===== config.mk =====
export PLATFORM = sky130hd
export DESIGN_NAME = chan_en_sequencer
export DESIGN_NICKNAME = d
export VERILOG_FILES = /design/src/rtl/chan_en_sequencer.sv
export SDC_FILE = /design/constraint.sdc
export NUM_CORES = 1
export LEC_CHECK = 0
export CAP_MARGIN = 40
export CORE_UTILIZATION = 35
export CTS_CLUSTER_SIZE = 28
export DETAILED_ROUTE_END_ITERATION = 7
export HOLD_SLACK_MARGIN = 0.03
export PLACE_DENSITY = 0.64
export SLEW_MARGIN = 20
export SYNTH_ARGS = -nofsm -noshare
export SYNTH_HDL_FRONTEND = slang
export SYNTH_SLANG_ARGS = --single-unit

===== constraint.sdc =====
create_clock -name clk -period 3.3 [get_ports clk]
set_clock_uncertainty 0.2 [all_clocks]
set_input_delay 0.33 -clock clk [delete_from_list [all_inputs] [get_ports clk]]
set_output_delay 0.33 -clock clk [all_outputs]
set_load 0.02 [all_outputs]

===== src/rtl/chan_en_sequencer.sv =====
// Staggered channel-enable sequencer for the cochlea filterbank comparators
// and level shifters. Switches one channel per step with a programmable
// dwell between steps to limit inrush on vccd1.
// Optional build macro: CHSEQ_TIE_HIGH_EN -- reset into ALL_ON with every
// channel enabled, mimicking the former tie-high enables.
module chan_en_sequencer #(
   parameter int N_CH    = 16,
   parameter int DWELL_W = 8
) (
`ifdef USE_POWER_PINS
   inout  wire                     vccd1,
   inout  wire                     vssd1,
`endif
   input  logic                    clk,
   input  logic                    rst_n,
   input  logic                    target_on,
   input  logic [DWELL_W-1:0]      dwell,
   input  logic [N_CH-1:0]         ch_mask,
   output logic [N_CH-1:0]         ch_en,
   output logic                    busy,
   output logic                    done,
   output logic [$clog2(N_CH)-1:0] cur_ch
);

   localparam int IW = $clog2(N_CH);
   localparam logic [IW-1:0] LAST = IW'(N_CH - 1);

   typedef enum logic [1:0] {
      ST_OFF,
      ST_RAMP_UP,
      ST_ALL_ON,
      ST_RAMP_DOWN
   } state_t;

   state_t             state;
   logic [IW-1:0]      idx;
   logic [DWELL_W-1:0] cnt;
   logic               hit;
   logic               step_adv;

   // cnt==0 means the channel at idx has not been processed yet; a non-zero
   // cnt means it was switched and we are dwelling on it. The index advances
   // on the edge where the dwell expires, or on the processing edge itself
   // when no dwell is owed (skipped channel or dwell==0).
   always_comb begin
      hit      = (state == ST_RAMP_UP) ? ch_mask[idx] : ch_en[idx];
      step_adv = (cnt == DWELL_W'(1)) || ((cnt == '0) && (!hit || (dwell == '0)));
   end

   // Sequencer FSM with registered outputs
   always_ff @(posedge clk or negedge rst_n) begin
      if (!rst_n) begin
`ifdef CHSEQ_TIE_HIGH_EN
         state <= ST_ALL_ON;
         ch_en <= '1;
`else
         state <= ST_OFF;
         ch_en <= '0;
`endif
         busy   <= 1'b0;
         done   <= 1'b0;
         cur_ch <= '0;
         idx    <= '0;
         cnt    <= '0;
      end else begin
         done <= 1'b0;
         case (state)
            ST_OFF: begin
               if (target_on) begin
                  state <= ST_RAMP_UP;
                  idx   <= '0;
                  cnt   <= '0;
                  busy  <= 1'b1;
               end
            end
            ST_ALL_ON: begin
               if (!target_on) begin
                  state <= ST_RAMP_DOWN;
                  idx   <= LAST;
                  cnt   <= '0;
                  busy  <= 1'b1;
               end
            end
            ST_RAMP_UP: begin
               if (!target_on) begin
                  // reverse at the current index, dropping any remaining dwell
                  state <= ST_RAMP_DOWN;
                  cnt   <= '0;
               end else begin
                  if (cnt != '0) begin
                     cnt <= cnt - 1'b1;
                  end else begin
                     cur_ch <= idx;
                     if (ch_mask[idx]) begin
                        ch_en[idx] <= 1'b1;
                        cnt        <= dwell;
                     end
                  end
                  if (step_adv) begin
                     if (idx == LAST) begin
                        state <= ST_ALL_ON;
                        done  <= 1'b1;
                        busy  <= 1'b0;
                     end else begin
                        idx <= idx + 1'b1;
                     end
                  end
               end
            end
            ST_RAMP_DOWN: begin
               if (target_on) begin
                  state <= ST_RAMP_UP;
                  cnt   <= '0;
               end else begin
                  if (cnt != '0) begin
                     cnt <= cnt - 1'b1;
                  end else begin
                     cur_ch <= idx;
                     if (ch_en[idx]) begin
                        ch_en[idx] <= 1'b0;
                        cnt        <= dwell;
                     end
                  end
                  if (step_adv) begin
                     if (idx == '0) begin
                        state <= ST_OFF;
                        done  <= 1'b1;
                        busy  <= 1'b0;
                     end else begin
                        idx <= idx - 1'b1;
                     end
                  end
               end
            end
            default: state <= ST_OFF;
         endcase
      end
   end

endmodule


-- Word level (Yosys, flattened, before mapping)
Cells that the tools add are included.
- add/subtract/negate cells: 3
- $lt $le $gt $ge: 2
- eq/ne operators: 25
- muxes and demuxes: 61
- bitwise logic cells: 3
- reductions and logical operators: 17
- operators with widths (kind ; number):
    $mux W16 ; 6
    $mux W8 ; 8
    $mux W4 ; 11
    $pmux W16 S2 ; 1
    $pmux W8 S4 ; 1
    $ne A2 B2 Y1 const B ; 12
    $mux W1 ; 18
    $and A16 B16 Y16 ; 1
    $logic_not A8 Y1 ; 2
    $mux W2 ; 8
    $not A16 Y16 ; 1
    $or A16 B16 Y16 ; 1
    $pmux W4 S4 ; 1
    $reduce_and A8 Y1 ; 2
    $ne A3 B3 Y1 const B ; 3
    $bmux W1 S4 ; 2
    $eq A8 B1 Y1 const B ; 1
    $pmux W2 S4 ; 1
    $pmux W4 S2 ; 1
    $reduce_bool A8 Y1 ; 1
    $sub A8 B1 Y8 const B ; 1
    $reduce_and A7 Y1 ; 1
    $reduce_and A6 Y1 ; 1
    $lt A4 B5 Y1 const B ; 1
    other kinds (21) ; 25
- register bits after elaboration: 36
- input port bits: 27
- output and inout port bits: 22
- word-level logic and storage cells: 118

-- Depth between registers and ports, before layout
Gate-level depths: netlist of run 1.
- depth after elaboration: 10
- mapped depth: 10

-- Worst setup path before layout of run 1
Ideal clock, no wire load.
- path type: register -> register
- from: register idx[0]
- to: register state[1]
- library setup time: 128 ps
- arrival: 2292 ps
- data required time: 2972 ps
- setup slack: 681 ps
- cell stages (with the launch flop): 9
- buffers on the path: 1
- cell sequence: dfrtp_1 > buf_2 > mux4_2 > mux2_2 > a211o_1 > a31oi_1 > nor2_1 > a21oi_2 > mux2_1
- word-level cells in the longest chain between the ends: 9
- elaborated cells on any way between the ends: 16
- classes of those cells: 5 x eq/ne; 5 x mux; 6 x reduce/logical
- RTL lines (element ; RTL line ; source):
    start: declaration ; 36 ; logic [IW-1:0] idx;
    start signal: assignment ; 105 ; idx <= idx + 1'b1;
    start signal: assignment ; 130 ; idx <= idx - 1'b1;
    $bmux W1 S4 ; 46 ; hit = (state == ST_RAMP_UP) ? ch_mask[idx] : ch_en[idx];
    $mux W1 (not written as such) ; 46 ;
    $mux W1 ; 46 ;
    $logic_not A1 Y1 ; 47 ; step_adv = (cnt == DWELL_W'(1)) || ((cnt == '0) && (!hit || (dwell == '0)));
    $logic_or A1 B1 Y1 ; 47 ;
    $logic_and A1 B1 Y1 ; 47 ;
    $logic_or A1 B1 Y1 ; 47 ;
    $ne A3 B3 Y1 (no source line) ; n/a ;
    $reduce_and A6 Y1 (no source line) (*) ; n/a ;
    end signal: assignment ; 57 ; state <= ST_OFF;
    end signal: assignment ; 70 ; state <= ST_RAMP_UP;
    end signal: assignment ; 78 ; state <= ST_RAMP_DOWN;
    end: declaration ; 35 ; state_t state;
Every way passes the cells marked *; elsewhere a longest branch is shown, timed or not. The select of a mux whose other input is x is not followed.
A chain may end at the register's enable or synchronous reset.

==> flow_metrics.tcl, run 1 <==
set metrics [dict create \
    syn_area_um2 2390 \
    die_h_um 84.6 \
    synth_nets 282 \
    grt.total_usage_pct 17.5 \
    cts_tree "done" \
    synthTopCellsByCount "dfrtp_1 (36), nand2_1 (26), o21ai_0 (21)" \
    setup_ws_ns 0.293 \
    reg2reg_from "state[1]" \
    slew_headroom_pct 55.2 \
    coreArea_um2 6460 \
    tns_ns 0 \
    p_sw_uw 1430 \
    viasPerCell 5.65 \
    area_growth_pct 29.4 \
    synth-edff-count 0 \
    grt_max_degree 37 \
    timing_hold_violations_final 0 \
    critPathLaunchType "flop" \
    path_max_fanout 18 \
    fmax_mhz 333 \
    grt_pass1_vias 2018 \
    antenna_found_initial 0 \
    place_ws_ns 0.275 \
    cp.arrival_ns 2.99 \
    ys_ff_latch 36 \
    syn_area_per_cell_um2 9.74 \
    cts_hold_buffers 0 \
    async_flop_share_pct 100 \
    seq_area_frac_synth_pct 37.7 \
    path_clk_slew_ns 0.07 \
    cts.sinks 36 \
    drtIter0Drc 190 \
    period_needed_ns 3.01 \
    synth_area_leaders "dfrtp_1 (38%), mux4_2 (6.6%), mux2_2 (5.2%)" \
    end_kind "flop" \
    htreeDepth 2 \
    drt.antenna.violating_nets 0 \
    avgRoutedWirePerCell_um 16.2 \
    p_seq_share_pct 25.6 \
    place_hpwl_um 4500 \
    hp-class "input pin to async pin" \
    internal_power_uw 1700 \
    instances_no_fill 376 \
    synth_cell_types 45 \
    fill_cells 589 \
    yosys_warnings 0 \
    finalSetupViolCount 0 \
    cts_root_buffer "clkbuf_8" \
    synth.most_common_cell "dfrtp_1" \
    initial_utilization_pct 37.0 \
    p_clk_share_pct 12.4 \
    power_frac_comb_pct 62.0 \
    peakVddDrop_uv 321 \
    cts_buffer_depth 2 \
    rsz0062_at_grt "no" \
    status "finished clean" \
    yosysTopAreaCellShare_pct 37.7 \
    startpoint "state[1]" \
    syn_inst 245 \
    worstSetupPathType "flop to flop" \
    layout.nets 335 \
    drt_wl_total_um 6090 \
    leakagePower_uw 0.00131 \
    postCtsSetupRepairBufs 0 \
    switching_share_pct 45.7 \
    diodes 0 \
    insertion_delay_ns 0.29 \
    dieArea_um2 7160 \
    fin_crit_sh_pct 91.1 \
    power_density_nw_per_um2 1010 \
    finalMaxSlewViolations 0 \
    firstDrtPassIters 7 \
    design_area_um2 3090 \
    vias 2123 \
    drive_gt1_share_pct 13.0 \
    ioPinCount 49 \
    route.detailed.drc 0 \
    r2r_slack_ns 0.29 \
    ys.flop_type "dfrtp_1" \
    overflow 0 \
    cts_made_buffers 5 \
    maxCapViolCount 0 \
    cts_resized 0 \
    place_inst 368 \
    dpl_cell_area_um2 2980 \
    synth_largest_area_cell "dfrtp_1" \
    dieWidth_um 84.6 \
    gp_congestion 0.819 \
    required_ns 3.28 \
    worst_pin_slew_ns 0.666 \
    r2r_cells 7 \
    rows 29 \
    io_buffers 48 \
    grt_pass1_wl_um 10000 \
]
[how the worst min path moves through the flow]
stage,to,cells after the start,slack (ns),start
global route,async pin,2,0.29,rst_n
floorplan,async pin,0,-0.17,rst_n
detailed placement,cur_ch[1],2,0.27,cur_ch[1]
finish,async pin,2,0.24,rst_n
global placement,cur_ch[1],2,0.27,cur_ch[1]
CTS,async pin,2,0.27,rst_n
[routing by layer]
metal  GRT usage [%]  share of wire (%)  wire length, um
met5               0                  0                0
met4            5.55                1.1               66
met3            4.23                6.1              374
met2            27.1                 47             2840
met1            24.3                 46             2810
[area by class of cell]
type / count / area, um^2 / share of cell area, %
Tap cell: 77 / 96.3 / 3.12
Sequential cell: 36 / 901 / 29.2
Timing Repair Buffer: 59 / 563 / 18.2
Multi-Input combinational cell: 187 / 1390 / 44.9
Clock buffer: 6 / 72.6 / 2.35
Inverter: 9 / 33.8 / 1.09
Clock inverter: 2 / 35.0 / 1.13
[worst max-delay path: stages (launching register included)]
cell and delay (ns):
dfrtp_1 0.44, inv_1 0.15, ha_1 0.39, nand2_1 0.18, o21ai_0 0.33, nand4_2 0.42
nor4_1 0.42, mux2_2 0.38
[layout by cell type (no fill, tap or decap), types with 2 or more instances in the layout]
| cell type | instances |
|---|---|
| a221o_1 | 2 |
| a21oi_1 | 7 |
| mux2i_1 | 8 |
| a21o_1 | 3 |
| inv_1 | 8 |
| a22oi_1 | 3 |
| and3_1 | 2 |
| clkbuf_8 | 5 |
| nor4_1 | 10 |
| nand4_1 | 3 |
| or3_1 | 3 |
| dfrtp_1 | 36 |
| ha_1 | 9 |
| o21ai_0 | 21 |
| a21boi_0 | 2 |
| o31ai_1 | 6 |
| mux4_2 | 7 |
| nor2_1 | 13 |
| nor3_1 | 14 |
| nand2b_1 | 2 |
| clkdlybuf4s50_1 | 48 |
| mux2_2 | 11 |
| o221ai_1 | 2 |
| nand3_1 | 6 |
| buf_4 | 11 |
| mux2_1 | 9 |
| nand2_1 | 26 |
| a31oi_1 | 2 |
[through the flow]
step	hold WS, ns	power (uW)	util (%)
floorplan	-0.166	2110	-
global placement	0.269	2720	46.2
detailed placement	0.274	2740	46.2
CTS	0.269	3140	47.8
global route	0.288	3370	47.8
finish	0.244	3130	47.8
[cells by family (layout without fill, tap and decap cells)]
kind of cell             count (synthesis)  in the layout  share of synthesized area, %
adder cells (fa/ha/maj)                 10             10                          5.56
multiplexers                            35             35                          19.4
XOR/XNOR                                 2              2                         0.734
AND/OR/NAND/NOR                         83             83                          17.1
AO/OA/AOI/OAI                           57             57                          15.4
flip-flops                              36             36                          37.7
buffers and inverters                   22             76                          4.14
[power by group through the flow]
stage	sequential (uW)	combinational [uW]	clock, uW
detailed placement	812	1930	0
global route	836	2120	414
CTS	805	1940	399
global placement	809	1910	0
floorplan	867	1240	0
finish	801	1940	388
Power figures use the tool's default switching activity.
==> run 2, diff against run 1 <==
Settings changed: ABC_AREA set to 0, SKIP_CTS_REPAIR_TIMING set to 1.
==> results of run 2 <==
The final DEF is identical to that of run 1; final timing and power are the same.
==> run 3, diff against run 2 <==
Settings changed: CORE_MARGIN set to 3.
==> run 3 against run 2 <==
  * Register-to-register slack is essentially flat
  * Critical path type unchanged
  * First-iteration DRC count is 29% lower
  * Worst hold slack worse by 0.097 ns
  * Largest cell class unchanged
==> flow_metrics.tcl, run 3 (same netlist as run 1, synthesis figures left out) <==
set metrics [dict create \
    cts_tree "done" \
    dieArea_um2 7850 \
    fmax_mhz 332 \
    final_util_pct 47.7 \
    worst-path-buf-inv 1 \
    fill_cells 627 \
    ioPinCount 49 \
    fin_crit_sh_pct 91.2 \
    cts_buffer_depth 2 \
    area_growth_pct 29.7 \
    worstSetupPathType "flop to flop" \
    hp-class "input pin to async pin" \
    layout.nets 337 \
    end_kind "flop" \
    crit_path_max_incr_delay_ns 0.64 \
    peakVddDrop_uv 316 \
    slew_headroom_pct 52.7 \
    rows 29 \
    tns_ns 0 \
    cts.sinks 36 \
    power_density_nw_per_um2 981 \
    rsz0062_at_grt "no" \
    r2r_slack_ns 0.29 \
    drt.antenna.violating_nets 0 \
    drtIter0Drc 135 \
    io_buffers 48 \
    maxCapViolCount 0 \
    coreArea_um2 6490 \
    cts_made_buffers 5 \
    status "finished clean" \
    final_common_cell "clkdlybuf4s50_1" \
    initial_utilization_pct 36.8 \
    finalMaxSlewViolations 0 \
    route.detailed.drc 0 \
    critPathLaunchType "flop" \
    grt.total_usage_pct 16.6 \
    avgRoutedWirePerCell_um 15.8 \
    drive_gt1_share_pct 14.0 \
    rr_endpoint "state[1]" \
    grt_max_degree 19 \
    path_clk_slew_ns 0.08 \
    die_h_um 88.6 \
    insertion_delay_ns 0.29 \
    htreeDepth 2 \
    crit_cells 8 \
    place_hpwl_um 4680 \
    cts_root_buffer "clkbuf_8" \
    gp_congestion 0.857 \
    overflow 0 \
    timing_hold_violations_final 0 \
    required_ns 3.28 \
    critPathTopFamily "multiplexers" \
    leakagePower_uw 0.00132 \
    worst_pin_slew_ns 0.704 \
    grt_pass1_wl_um 10200 \
    path_max_fanout 10 \
    critPathSlowestCell "dfrtp_1" \
    firstDrtPassIters 4 \
    reg2reg_from "idx[2]" \
    drt_wl_total_um 5980 \
    r2r_cells 8 \
    instances_no_fill 378 \
    path_cells "buf_4, mux4_2, mux2_2, a211o_1, a31oi_1, nor2_1, a21oi_2, mux2_1" \
    final_cell_mix "clkdlybuf4s50_1 (48), dfrtp_1 (36), nand2_1 (26), o21ai_0 (21), nor3_1 (14)" \
    p_total_uw 3040 \
    period_needed_ns 3.01 \
    antenna_found_initial 0 \
    dieWidth_um 88.6 \
    finalSetupViolCount 0 \
    grt_pass1_vias 2080 \
    diodes 0 \
    vias 2088 \
    critPathCapture "state[1]" \
    place_inst 370 \
    viasPerCell 5.52 \
    startpoint "idx[2]" \
    cp.arrival_ns 2.99 \
]
-- run 3: worst min-delay path by stage --
stage,end,depth (start not counted)
after global routing,cnt[4],1
final,cnt[4],1
after global placement,cur_ch[1],2
after floorplan,async pin,0
after detailed placement,cur_ch[0],2
after CTS,cnt[5],1
-- run 3: power breakdown --
part | leakage [uW] | switching [uW] | internal [uW] | total (uW)
logic | 0.000803 | 1060 | 858 | 1920
registers | 0.000469 | 169 | 619 | 788
clock network | 0.0000510 | 160 | 167 | 326
-- run 3: worst reg2reg max path, cell delays in order, from the launching register on --
cell and delay (ns):
dfrtp_1 0.64, buf_4 0.26, mux4_2 0.30, mux2_2 0.28, a211o_1 0.36, a31oi_1 0.22, nor2_1 0.12, a21oi_2 0.19
mux2_1 0.33
-- run 3: layout make-up --
type	instances	area [um^2]	share of cell area (%)
flip-flops and latches	36	901	29.1
well taps	77	96.3	3.11
clock buffers	6	82.6	2.67
repair buffers	61	586	18.9
clock inverters	2	10.0	0.323
multi-input cells	187	1390	44.8
inverters	9	33.8	1.09
-- run 3: per-stage QoR --
stage | setup WS (ns) | instance area (um^2) | hold WS, ns
floorplan | 0.681 | 2390 | -0.166
global placement | 0.339 | 2990 | 0.264
detailed placement | 0.266 | 3000 | 0.274
CTS | 0.275 | 3100 | 0.164
global route | 0.104 | 3100 | 0.171
finish | 0.292 | 3100 | 0.147
-- run 3: metal layers --
layer  vias to the layer above  GRT usage [%]  wire length (um)  part of all wire, %
met5                         -              0                 0                    0
met4                         0           5.49                92                  1.5
met3                         8           3.45               279                  4.7
met2                        53           25.1              2650                   44
met1                      1001           23.8              2960                   49
li1                       1026              -                 -                    -
==> RTL edit, RTL diff (settings of run 3) <==
Reset style: synchronous (`rst_n`), changed in one clocked block.
--- a/src/rtl/chan_en_sequencer.sv
+++ b/src/rtl/chan_en_sequencer.sv
@@ -49,5 +49,5 @@
 
    // Sequencer FSM with registered outputs
-   always_ff @(posedge clk or negedge rst_n) begin
+   always_ff @(posedge clk) begin
       if (!rst_n) begin
 `ifdef CHSEQ_TIE_HIGH_EN
Behaviour: differs if rst_n is asserted again (counterexample within 4 cycles, from zero or initial values and one cycle with rst_n low); with rst_n held inactive, the same outputs for 4 cycles.
==> RTL edit against run 3 <==
Routed wire length is 4.8% higher. Final cell count increased by 14%. Final area is 1.7% higher. Worst setup slack improved by 58 ps. Sequential power shrank 24%. Power shrank 28%. Area after synthesis up 2.8%. Sequential cell count unchanged. Critical path type unchanged. Critical endpoint is now state[0].
==> RTL edit: results (changes against run 3) <==
hold_class: "flip-flop to flip-flop"  # was primary input to asynchronous set/reset pin
synth_cell_types: 55  # was 45
post-dp-hpwl_um: 4720  # was 4680 µm
slew_headroom_pct: 57.2  # was 52.7%
place_congestion: 0.827  # was 0.857
vias: 2291  # was 2088
ys.flop_type: "dfxtp_1"  # was dfrtp_1
clkLatencyLatePin_ps: 290  # about the same
drt-pass1-iter-count: 4  # unchanged
synth-seq-area-share_pct: 29.4  # was 37.7%
final_cells: 430  # was 378
p_clk_share_pct: 18.3  # was 10.7%
placed_cell_area_mm2: 0.00304  # was 0.00300 mm²
worstPathArrival_ps: 2970  # was 2990 ps
synthArstFlopShare_pct: 0  # was 100%
clock-root-buffer: "clkbuf_8"  # unchanged
grtUsageTotal_pct: 15.7  # was 16.6%
grt_max_degree: 29  # was 19
clk_pin_slew_ps: 80  # about the same
htreeDepth: 2  # unchanged
combPwrFrac_pct: 54.3  # was 63.3%
grt_first_pass_wirelength_um: 10700  # was 10200 µm
syn_inst: 289  # was 245
yosys-top-cells-count: "nand2_1, dfxtp_1, mux2i_1"  # was dfrtp_1, nand2_1, o21ai_0
first_iter_violations: 112  # was 135
drive_above_1_share_pct: 9.20  # was 14.0%
cp_max_fo: 10  # unchanged
power.switching_mw: 0.961  # was 1.39 mW
pre_cts_slack_ps: 319  # was 266 ps
nets: 373  # was 337
sw_frac_of_total_pct: 44.2  # was 45.9%
power.leakage_nw: 1.30  # was 1.32 nW
dp_cells: 422  # was 370
cpMaxStageDelayCell: "mux4_1"  # was dfrtp_1
max_stage_delay_ps: 580  # was 640 ps
outcome: "completed"  # unchanged
yosys_warnings: 0  # unchanged
ir_drop_mv: 0.287  # was 0.316 mV
grt_pass1_vias: 2200  # was 2080
yosys-top-cells-area: "dfxtp_1, mux2i_1, nand2_1"  # was dfrtp_1, mux4_2, mux2_2
wl_per_cell_um: 14.6  # was 15.8 µm
synth_nets: 326  # was 282
RTL edit: changes by cell type after synthesis, moves of 10 or more:
cell | before | now
dfxtp_1 | 0 | 36
nand2_1 | 26 | 50
mux2i_1 | 8 | 29
o21ai_0 | 21 | 5
nor2_1 | 13 | 24
nor3_1 | 14 | 4
dfrtp_1 | 36 | 0
RTL edit: worst max-delay path: cells and delay by family (launching register included):
kind	cells	cell delay [ps]
AO/OA/AOI/OAI	2	370
AND/OR/NAND/NOR	2	490
multiplexers	3	1090
buffers and inverters	1	250
flip-flops	1	490
RTL edit: kinds of logic (layout without fill, tap and decap cells):
family / after synthesis / count (layout) / share of synthesized area [%]
compound gates: 48 / 48 / 14.7
xor+xnor: 3 / 3 / 1.07
fa+ha+maj: 10 / 10 / 5.40
buf+inv: 25 / 73 / 4.23
flops: 36 / 36 / 29.4
mux: 40 / 40 / 20.5
simple gates: 127 / 127 / 24.7
RTL edit: per-layer routing:
metal | up-vias | part of all wire [%] | GRT usage [%]
met3 | 6 | 3.9 | 2.92
met2 | 62 | 47 | 25.0
li1 | 1139 | - | -
met1 | 1084 | 48 | 21.7
met5 | - | 0 | 0
met4 | 0 | 1.3 | 4.85
RTL edit: path summary, 6_finish.rpt:
kind	startpoint	to	slack (ps)	cells past startpoint
worst max-delay path	idx[1]	state[0]	350	8
worst min-delay path	flip-flop	flip-flop	280	2
worst max register to register	idx[1]	state[0]	350	8
worst min register to register	flip-flop	flip-flop	280	2
RTL edit: layout make-up:
class,count,area (µm²)
tap,93,116
fill,662,3420
multi-input combinational,228,1630
sequential,36,721
clock buffer,5,68.8
timing repair buffer,55,533
clock inverter,3,42.5
inverter,10,37.5
